$ cat src/rtl/trng_collector.sv
// Metastable-cell entropy collector: 2-FF sync, von Neumann debias, word packing, valid/ready read.
// Define TRNG_HEALTH_EN to add the repetition-count health test with output gating.
module trng_collector #(
  parameter int unsigned WIDTH     = 8,
  parameter int unsigned RCT_LIMIT = 32
) (
  input  logic             clk_sampling,
  input  logic             rst,
  input  logic             raw_bit,
  input  logic             en,
  input  logic             rd_ready,
  output logic [WIDTH-1:0] rd_data,
  output logic             rd_valid,
  output logic             overrun,
  output logic             health_fail
);

  localparam int unsigned CW = $clog2(WIDTH + 1);

  typedef enum logic {PH_FIRST, PH_SECOND} phase_t;

  phase_t           phase_q, phase_d;
  logic             sync1, sync2;
  logic             stored;
  logic [WIDTH-2:0] shift_q;
  logic [CW-1:0]    count_q;
  logic [WIDTH-1:0] data_q;
  logic             valid_q;
  logic             ovr_q;
  logic             hf;

  logic             keep;
  logic             word_done;
  logic             slot_free;
  logic             xfer;
  logic [WIDTH-1:0] ext;

  always_comb begin
    phase_d   = PH_FIRST;
    keep      = 1'b0;
    ext       = {shift_q, stored};
    word_done = 1'b0;
    xfer      = rd_valid && rd_ready;
    slot_free = !hf && (!rd_valid || rd_ready);
    if (en) begin
      phase_d = (phase_q == PH_FIRST) ? PH_SECOND : PH_FIRST;
      // 01 keeps 0 and 10 keeps 1, so the kept bit is always the stored first half
      keep    = (phase_q == PH_SECOND) && (stored != sync2);
    end
    word_done = keep && (count_q == CW'(WIDTH - 1));
  end

  always_ff @(posedge clk_sampling or posedge rst) begin
    if (rst) begin
      phase_q <= PH_FIRST;
    end else begin
      phase_q <= phase_d;
    end
  end

  always_ff @(posedge clk_sampling or posedge rst) begin
    if (rst) begin
      sync1   <= 1'b0;
      sync2   <= 1'b0;
      stored  <= 1'b0;
      shift_q <= '0;
      count_q <= '0;
      data_q  <= '0;
      valid_q <= 1'b0;
      ovr_q   <= 1'b0;
    end else begin
      sync1 <= raw_bit;
      sync2 <= sync1;
      if (en && (phase_q == PH_FIRST)) begin
        stored <= sync2;
      end
      if (keep && !word_done) begin
        shift_q <= ext[WIDTH-2:0];
        count_q <= count_q + 1'b1;
      end
      // A load on the same edge as a transfer keeps rd_valid high
      if (word_done && slot_free) begin
        data_q  <= ext;
        valid_q <= 1'b1;
        count_q <= '0;
      end else if (xfer) begin
        valid_q <= 1'b0;
      end
      if (word_done && !slot_free) begin
        ovr_q <= 1'b1;
      end else if (xfer) begin
        ovr_q <= 1'b0;
      end
    end
  end

`ifdef TRNG_HEALTH_EN
  localparam int unsigned RW = $clog2(RCT_LIMIT + 1);

  logic          sync2_prev;
  logic [RW-1:0] run_q;
  logic          hf_q;

  always_ff @(posedge clk_sampling or posedge rst) begin
    if (rst) begin
      sync2_prev <= 1'b0;
      run_q      <= '0;
      hf_q       <= 1'b0;
    end else begin
      sync2_prev <= sync2;
      if (sync2 != sync2_prev) begin
        run_q <= RW'(1);
      end else if (run_q != RW'(RCT_LIMIT)) begin
        run_q <= run_q + 1'b1;
      end
      if (run_q == RW'(RCT_LIMIT)) begin
        hf_q <= 1'b1;
      end
    end
  end

  assign hf = hf_q;
`else
  assign hf = 1'b0;
`endif

  assign rd_data     = data_q;
  assign rd_valid    = valid_q && !hf;
  assign overrun     = ovr_q;
  assign health_fail = hf;

endmodule
$ cat config.mk
export PLATFORM = sky130hd
export DESIGN_NAME = trng_collector
export DESIGN_NICKNAME = d
export VERILOG_FILES = /design/src/rtl/trng_collector.sv
export SDC_FILE = /design/constraint.sdc
export NUM_CORES = 1
export LEC_CHECK = 0
export CORE_ASPECT_RATIO = 0.75
export CORE_MARGIN = 5
export CORE_UTILIZATION = 40
export DETAILED_ROUTE_END_ITERATION = 16
export SLEW_MARGIN = 20
export SYNTH_ARGS = -nofsm -noshare
export SYNTH_HDL_FRONTEND = slang
export SYNTH_SLANG_ARGS = --single-unit
$ cat constraint.sdc
create_clock -name clk_sampling -period 1.8 [get_ports clk_sampling]
set_input_delay 0.36 -clock clk_sampling [delete_from_list [all_inputs] [get_ports clk_sampling]]
set_output_delay 0.36 -clock clk_sampling [all_outputs]
set_load 0.01 [all_outputs]
* Yosys cells after proc, flatten, opt, wreduce, memory -nomap -nowiden *
Index checks and enable logic that the tools add are counted.

word-level totals
  input port bits = 5
  memories kept = 0
  latch bits = 0
  register bits after elaboration = 25
  memory bits (writable) = 0
  bits in read-only memories = 0

cells by class
  muxes and demuxes = 8
  $mul = 0
  reduce and logical (&&, ||, !) cells = 14
  div/mod/pow operators = 0
  eq/ne operators = 2
  shifts and indexed selects = 0
  bitwise gates (word level) = 1
  order comparisons = 0
  $add $sub $neg = 1

operators by type and width
  kind                 count
  $mux 4               2
  $logic_and 1x1->1    7
  $mux 1               6
  $reduce_bool 2->1    3
  $add 4x1->4 const B  1
  $eq 4x3->1 const B   1
  $logic_not 1->1      3
  $logic_or 1x1->1     1
  $ne 1x1->1           1
  $not 1->1            1

* Longest topological paths before layout *
  depth after elaboration = 8
  gate-level depth with buffers = 4

* Worst setup path before layout *
No wires, ideal clock.

  kind = reg2reg
  from = register count_q[0]
  to = register shift_q[0]
  buffers on the path = 0
  arrival time = 1.520 ns
  clock period less this slack = 1.645 ns
  slack = 0.155 ns
  setup time = 0.125 ns
  stages on the path, launching flop included = 5
  path through = dfrtp_1 > ha_1 > and3b_1 > nor3_2 > mux2_2

on the way
  longest elaborated chain between the ends = 4

RTL lines
  element                 RTL line  text
  from (decl)             26        logic [CW-1:0] count_q;
  from (signal assigned)  79        count_q <= count_q + 1'b1;
  $eq 4x3->1              50        word_done = keep && (count_q == CW'(WIDTH - 1));
  $logic_and 1x1->1       50
  $logic_not 1->1         77        if (keep && !word_done) begin
  $logic_and 1x1->1       77
  to (signal assigned)    78        shift_q <= ext[WIDTH-2:0];
  to (decl)               25        logic [WIDTH-2:0] shift_q;

Every way passes these cells.
A chain may end at the register's enable or synchronous reset.

* Final worst setup path *
  from = register count_q[0]
  to = register data_q[0] (netlist: rd_data[0])

on the way
  longest elaborated chain between the ends = 3

RTL lines
  element               RTL line  text
  $eq 4x3->1            50
  $logic_and 1x1->1     50
  $logic_and 1x1->1     82        if (word_done && slot_free) begin
  to (signal assigned)  83        data_q <= ext;
  to (decl)             27        logic [WIDTH-1:0] data_q;

Every way passes these cells.

==> metrics.md <==
| Metric | Value |
|---|---|
| Max-Cap Viols | `0` |
| FP Rows | `15` |
| Final setup violation count | `0` |
| Setup crit start | `count_q[0]$_DFFE_PP0P_` |
| Max Root-Sink Buffers | `2` |
| Die footprint | `3680 um^2` |
| Crit Reg-Reg Endpoint | `rd_data[0]$_DFFE_PP0P_` |
| Global-route wire length before repair | `2980 um` |
| TritonCTS Buffers | `3` |
| RSZ-0062 raised after global routing | `no` |
| Worst vdd ir | `0.667 mV` |
| Synth Warn # | `0` |
| Synth top area share | `61.1%` |
| Yosys top cell by area | `dfrtp_1` |
| PortBufs | `14` |
| Final Util | `55.4%` |
| Total grt overflow | `0` |
| Syn Nets | `73` |
| Slew Limit Fails | `0` |
| Fmax | `0.596 GHz` |
| Ranking of synthesized cells by area | `dfrtp_1 (61%), mux2_2 (22%), nor4_4 (2.1%)` |
| Main flop type after synthesis | `dfrtp_1` |
| WS Path Type | `flop to flop` |
| Post-synth EDFFs | `0` |
| Total power | `0.00147 W` |
| Pleak | `0.593 nW` |
| Drt drc | `0` |
| ANT cells | `0` |
| Die Span Y | `53.8 um` |
| Gr usage total | `11.2%` |
| Worst hold-check path type | `input pin to async pin` |
| WL per Instance | `13.4 um` |
| First-pass DRT Iterations | `4` |
| Root Buffer | `clkbuf_4` |
| R2R cell count | `5` |
| Share of layout cells above drive strength 1 | `41.1%` |
| Starting Density | `43.3%` |
| Post-route ant nets | `0` |
| CTS tree | `yes` |
| Sequential-to-total area share from yosys stat | `61.1%` |
| Fin. Hold Viols | `0` |
| Via/cell ratio | `4.81` |
| DRT iter0 DRCs | `21` |
| Setup TNS | `0 ns` |
| R2R setup slack | `0.12 ns` |
| Count leader, synth | `dfrtp_1` |
| DRT Wirelength | `1730 um` |
| Register Area | `626 um^2` |
| Reg clk slew, reported paths | `0.13 ns` |
| CTS resizes | `0` |
| GP Congestion | `0.707` |
| Largest net degree at the start of global routing | `26` |
| HPWL Detailed | `1260 um` |
| Run status | `finished clean` |
| Setup crit start kind | `flop` |
| CP Max Fanout | `4` |
| FFs w/ async S/R, synth | `100%` |
| Worst Setup EP | `rd_data[0]$_DFFE_PP0P_` |
| Via count | `620` |
| Post-Place Cells | `121` |
| Crit path capture type | `flop` |
| Core area | `2360 um^2` |
| Tcrit/Tclk final | `93.2%` |
| IO Count | `16` |
| R2R Path Start | `count_q[0]$_DFFE_PP0P_` |
| Critical path required time | `2.01 ns` |
| Seq cells post-synth | `25` |
| Vias in the first global route | `649` |
| Synth-to-Final Area Change | `27.8%` |
| Worst endpoint data arrival time | `1.89 ns` |
| Multi-input logic area | `384 um^2` |
| Synth Cell Area | `1020 um^2` |
| # fillers | `213` |
| Yosys cell types | `22` |
| Initial antenna violation count | `0` |
| Die X | `68.4 um` |
| Synth top cells by count | `dfrtp_1 (25), mux2_2 (20), inv_1 (2), nor2b_1 (2)` |
| Post-Layout Cell Count | `129` |
| PwrDens | `1120 nW/um^2` |
| Nets@finish | `102` |
| Clock sink total | `25` |
| Gate Count Post-Synth | `67` |
| H-Tree Depth | `1` |
| Final Skew | `0.00211 ns` |
| Post-Syn Area per Cell | `15.3 um^2` |
| Clk Latency, worst-skew pair | `0.31 ns` |
| Minimum clock period | `1.68 ns` |
[logic make-up after synthesis]
logic type      synth area share (%)
flops                           61.1
mux                             22.0
simple gates                    8.91
compound gates                  3.42
buf+inv                         1.47
fa+ha+maj                       1.22
other cells                    0.366
xor+xnor                        1.59
[power by group]
part,total (W),internal (W),switching (W)
sequential,0.000810,0.000705,0.000105
clock,0.000244,0.0000831,0.000161
combinational,0.000418,0.000266,0.000152
[sequential cells by signal, summed over array words and instances (netlist names)]
register  count
count_q       4
shift_q       7
rd_data       8
stored        1
rd_valid      1
sync1         1
phase_q       1
sync2         1
overrun       1
[worst max-delay path, cell delays in order (launching register included)]
cell      delay, ns
dfrtp_1        0.41
ha_1           0.22
nand3b_1       0.17
nor4_4         0.27
buf_4          0.18
mux2_2         0.33
[cell type report]
type                       count  share of cell area, %
multi-input combinational     39                   29.3
timing repair buffer          25                   17.0
clock inverter                 1                  0.382
clock buffer                   3                   1.72
sequential                    25                   47.8
inverter                       2                  0.573
tap                           34                   3.25
[layer usage]
layer	part of all wire (%)	global-route usage, %
met4	0.81	2.97
met1	47	14.3
met5	0	0
met2	45	17.3
met3	7.3	5.01
[cell usage in the layout (no fill, tap or decap), drive strengths merged]
master and count:
a211o 1, a2bb2oi 1, and3b 1, buf 11, clkbuf 3, clkdlybuf4s50 14, clkinv 1, conb 1
dfrtp 25, ha 1, inv 2, mux2 20, nand2 1, nand3 1, nand3b 1, nor2 1
nor2b 2, nor3 2, nor3b 1, nor4 2, o31ai 1, o32ai 1, xnor2 1
[how the worst min path moves through the flow]
stage | start | endpoint | depth (start not counted)
CTS | rst | sync1$_DFF_PP0_ | 3
global route | rst | stored$_DFFE_PP0P_ | 3
global placement | sync1$_DFF_PP0_ | sync2$_DFF_PP0_ | 0
floorplan | sync1$_DFF_PP0_ | sync2$_DFF_PP0_ | 0
detailed placement | sync1$_DFF_PP0_ | sync2$_DFF_PP0_ | 0
finish | rst | rd_data[1]$_DFFE_PP0P_ | 3
[per-stage QoR]
step                hold WS [ns]  setup slack (ns)  area, um^2
floorplan                  0.331             0.155        1020
global placement           0.336            -0.105        1250
detailed placement         0.349            -0.122        1250
CTS                        0.371            0.0959        1280
global route               0.392           0.00710        1310
finish                     0.368             0.122        1310
[timing repair]
| action | in CTS | in global routing |
|---|---|---|
| hold buffers | 0 | 0 |
| setup buffers | 0 | 4 |
| setup endpoints to repair | 0 | 8 |
No activity file was read; power rests on OpenSTA's default activity.
==> variant 1, RTL diff (same settings) <==
Build with the macro `TRNG_HEALTH_EN` defined.
--- a/src/rtl/trng_collector.sv
+++ b/src/rtl/trng_collector.sv
@@ -1,5 +1,7 @@
 // Metastable-cell entropy collector: 2-FF sync, von Neumann debias, word packing, valid/ready read.
 // Define TRNG_HEALTH_EN to add the repetition-count health test with output gating.
+`define TRNG_HEALTH_EN
+
 module trng_collector #(
   parameter int unsigned WIDTH     = 8,
   parameter int unsigned RCT_LIMIT = 32
Function: same outputs for any inputs over 10 cycles, from zero or initial values and one cycle with rst high; that may be too few to reach the edited logic, so the function may still have changed.
==> variant 1 against the unedited design <==
  * Largest cell class unchanged
  * Design area up 33%
  * Synthesized area up 39%
  * Non-clock buffer count down 4
  * Synthesized cell count up 51%
  * Highest routed layer unchanged
  * Hold slack worse by 0.020 ns
  * Power up 38%
  * Core utilization down 3.3 points
  * Clock power up 120%
  * Setup slack better by 0.039 ns
  * Critical path type is now reg2out
  * Sequential cell count up 8
  * Register-to-register slack better by 0.07 ns
  * Wire length up 27%
  * Die area up 32%
==> variant 1: results (changes against the unedited design) <==
outcome:
  status: "finished clean"
hold_path:
  worstHoldPathType: "reg2reg"
critical_path:
  path_delay_family: "buffers and inverters"
  r2r_cells: 4  # -1
  critPathMaxStageDelay_ns: 0.57  # +0.16 ns
  cp_data_arrival_time_ns: 1.28  # -0.61 ns
  path_max_fanout: 7  # +3
placement:
  hpwl_mm: 1.608  # +28%
  gp_congestion: 0.6760  # -4.3%
  dpl_cell_area_mm2: 0.001662  # +33%
  place_inst: 160  # +32%
  io_buffers: 15  # +1
pwr:
  swShare_pct: 26.82  # -1.6 points
  p_leak_nw: 0.8106  # +37%
  peakVddDrop_mv: 0.7260  # +8.8%
synthesis:
  synth_common_cells: "dfrtp_1 (33), mux2_2 (11), mux2_4 (7)"
  synth_nets: 109  # +49%
  synthTopCellsByArea: "dfrtp_1 (58%), mux2_2 (8.7%), mux2_4 (7.4%), ha_1 (2.6%), xor2_1 (2.5%)"
  seq_area_frac_synth_pct: 57.89  # -3.2 points
  avgSynthCellArea_um2: 14.12  # -7.7%
layout:
  layout.cells.non_filler: 167  # +29%
  num-nets-final: 135  # +32%
  area_delta_synth_final_pct: 22.46
  drive_gt1_share_pct: 27.56  # -13 points
  fillCellCount: 286  # +34%
drt:
  viasPerCell: 4.880  # +1.5%
  drt_iter0_drc: 37  # +76%
  wl_per_cell_um: 13.16  # -1.7%
clock_network:
  cts.htree.levels: 2  # +1
  numCtsBuffers: 5  # +2
  clk_pin_slew_worst_paths_ns: 0.06  # -0.07 ns
grt:
  grt_pass1_wl_mm: 3.898  # +31%
  grt_max_degree: 34  # +31%
  grt_pass1_vias: 859  # +32%
sta:
  fin_skew_ns: 0.003492  # +0.001381 ns
[variant 1: metrics by stage]
step	power [mW]	worst slack, ns
finish	2.033	0.1608
global route	2.168	0.04496
CTS	2.069	0.1381
detailed placement	1.519	-0.06371
global placement	1.504	-0.01317
floorplan	1.363	0.2926
[variant 1: path summary, 6_finish.rpt]
| kind | start | endpoint | slack, ns |
|---|---|---|---|
| hold reg to reg | sync1$_DFF_PP0_ | sync2$_DFF_PP0_ | 0.35 |
| min in group asynchronous | rst | health_fail$_DFFE_PP0N_ | 0.47 |
| max in group asynchronous | rst | shift_q[0]$_DFFE_PP0P_ | 1.05 |
| hold / removal | sync1$_DFF_PP0_ | sync2$_DFF_PP0_ | 0.35 |
| setup / recovery | health_fail$_DFFE_PP0N_ | health_fail | 0.16 |
| setup reg to reg | count_q[0]$_DFFE_PP0P_ | count_q[1]$_DFFE_PP0P_ | 0.19 |
[variant 1: what timing repair did]
item | CTS | global route
buffers inserted | 0 | 0
resized for setup | 1 | 0
setup endpoints to repair | 1 | 0
[variant 1: cells by family after synthesis]
logic type / synth area share (%)
buffers and inverters: 2.631
AND/OR/NAND/NOR: 11.40
AO/OA/AOI/OAI: 3.597
XOR/XNOR: 4.298
multiplexers: 17.54
flip-flops: 57.89
adder cells (fa/ha/maj): 2.632
[variant 1: cell type report]
type	count	share of cell area (%)
Inverter	4	0.8596
Timing Repair Buffer	21	11.82
Tap cell	40	2.865
Clock buffer	7	4.943
Multi-Input combinational cell	62	32.23
Sequential cell	33	47.28
[variant 1: power groups by stage]
stage	Sequential [mW]	Clock, mW	Combinational, mW
2_1_floorplan	1.04	0	0.319
3_3_place_gp	1.06	0	0.447
3_5_place_dp	1.06	0	0.455
4_1_cts	1.05	0.558	0.460
5_1_grt	1.08	0.594	0.497
6_report	1.05	0.535	0.449
[variant 1: layer usage]
metal  global-route usage, %  up-vias  wire length [um]
met5                       0        -                 0
met4                   5.882        0                 8
met3                   5.043        2               118
met2                   17.05       16              1017
met1                   13.06      397              1052
li1                        -      400                 -
==> variant 2, RTL diff (same settings) <==
Without the edit above. Put one more register stage on the output `overrun`, cleared by the reset. The value now appears one clock later. The other outputs are not delayed to match.
--- a/src/rtl/trng_collector.sv
+++ b/src/rtl/trng_collector.sv
@@ -126,7 +126,13 @@
 
   assign rd_data     = data_q;
   assign rd_valid    = valid_q && !hf;
-  assign overrun     = ovr_q;
+  always_ff @(posedge clk_sampling or posedge rst) begin
+    if (rst) begin
+      overrun <= '0;
+    end else begin
+      overrun <= ovr_q;
+    end
+  end
   assign health_fail = hf;
 
 endmodule
Behaviour: no difference found for any inputs over 10 cycles, from zero or initial values and one cycle with rst high; that may be too few to reach the edited logic, so the function may still have changed.
==> variant 2 against the unedited design <==
  * Power is 0.29% higher
  * Sequential share of layout area is 1.7 points higher
  * Clock power is 17% higher
  * Sequential cell count is 1 higher
  * Design area is 0.48% higher
  * Wire length is 7.9% lower
  * Cell count is 0.78% lower
  * Setup slack better by 0.022 ns
  * Synthesized area is 2.4% higher
  * Critical path type unchanged
==> variant 2: results (changes against the unedited design) <==
drt:
  route.met3.wl_um: 82  # -35%
  drt_iter0_drc: 27  # +29%
  wl_per_cell_um: 12.43  # -7.2%
  drt-met1-wl_um: 767  # -4.6%
  vias: 597  # -3.7%
synthesis:
  synth_nets: 74  # +1.4%
  seq_area_frac_synth_pct: 61.98  # +0.93 points
  synthTopCellsByArea: "dfrtp_1 (62%), mux2_2 (21%), nor4_4 (2.0%), xnor2_2 (1.5%), ha_1 (1.2%)"
  synth_common_cells: "dfrtp_1 (26), mux2_2 (20), inv_1 (2), nor2b_1 (2)"
  synth_cells: 68  # +1.5%
layout:
  drive_gt1_share_pct: 38.04  # -3.0 points
  layout.cells.non_filler: 128  # -0.78%
grt:
  gr-usage-met3_pct: 4.037  # -0.97 points
  met1_usage_pct: 11.52  # -2.8 points
  grt_pass1_wl_mm: 2.746  # -7.9%
  track_usage_pct: 9.573  # -1.6 points
  met2_usage_pct: 15.98  # -1.3 points
  grt_pass1_vias: 610  # -6.0%
sta:
  fin_skew_ns: 0.007873  # +0.005762 ns
  hold_ws_ns: 0.3660  # -0.002161 ns
  max_freq_ghz: 0.6038  # +1.3%
placement:
  post-place-ws_ns: -0.1368  # -0.01513 ns
  place_inst: 124  # +2.5%
  dpl_cell_area_mm2: 0.001280  # +2.2%
  gp_congestion: 0.7215  # +2.1%
  hpwl_mm: 1.163  # -7.5%
pwr:
  peakVddDrop_mv: 0.7606  # +14%
  p_leak_nw: 0.5904  # -0.42%
critical_path:
  setup.worst_path.class: "reg2reg"
  reg2reg_to: "rd_data[1]$_DFFE_PP0P_"
  r2r_setup_slack_ns: 0.14  # +0.02 ns
  critPathMaxStageDelay_ns: 0.39  # -0.02 ns
outcome:
  status: "finished clean"
==> variant 2: changes by cell type after synthesis <==
cell / unedited run / this run
dfrtp_1: 25 / 26
==> variant 2: cell families (layout without fill, tap and decap cells) <==
family,after synthesis,after routing,synth area share [%]
muxes,20,20,21.45
AOI/OAI and AO/OA,4,4,3.338
and+or+nand+nor,12,12,8.700
other,1,1,0.3572
adders and majority gates,1,1,1.192
DFF,26,26,61.98
buffers and inverters,3,27,1.431
xor gates and xnor gates,1,1,1.550
==> variant 2: where the power goes <==
group	total [mW]	switching, mW	internal, mW	leakage [nW]
clock network	0.286	0.163	0.124	0.0210
registers	0.835	0.107	0.727	0.340
logic	0.355	0.133	0.222	0.229
total	1.48	0.403	1.07	0.590
==> variant 2: area by class of cell <==
class	count	area, um^2
fillers	236	1246
flip-flops and latches	26	650.6
multi-input cells	39	384.1
repair buffers	21	192.7
well taps	36	45.04
clock buffers	4	36.28
inverters	2	7.507
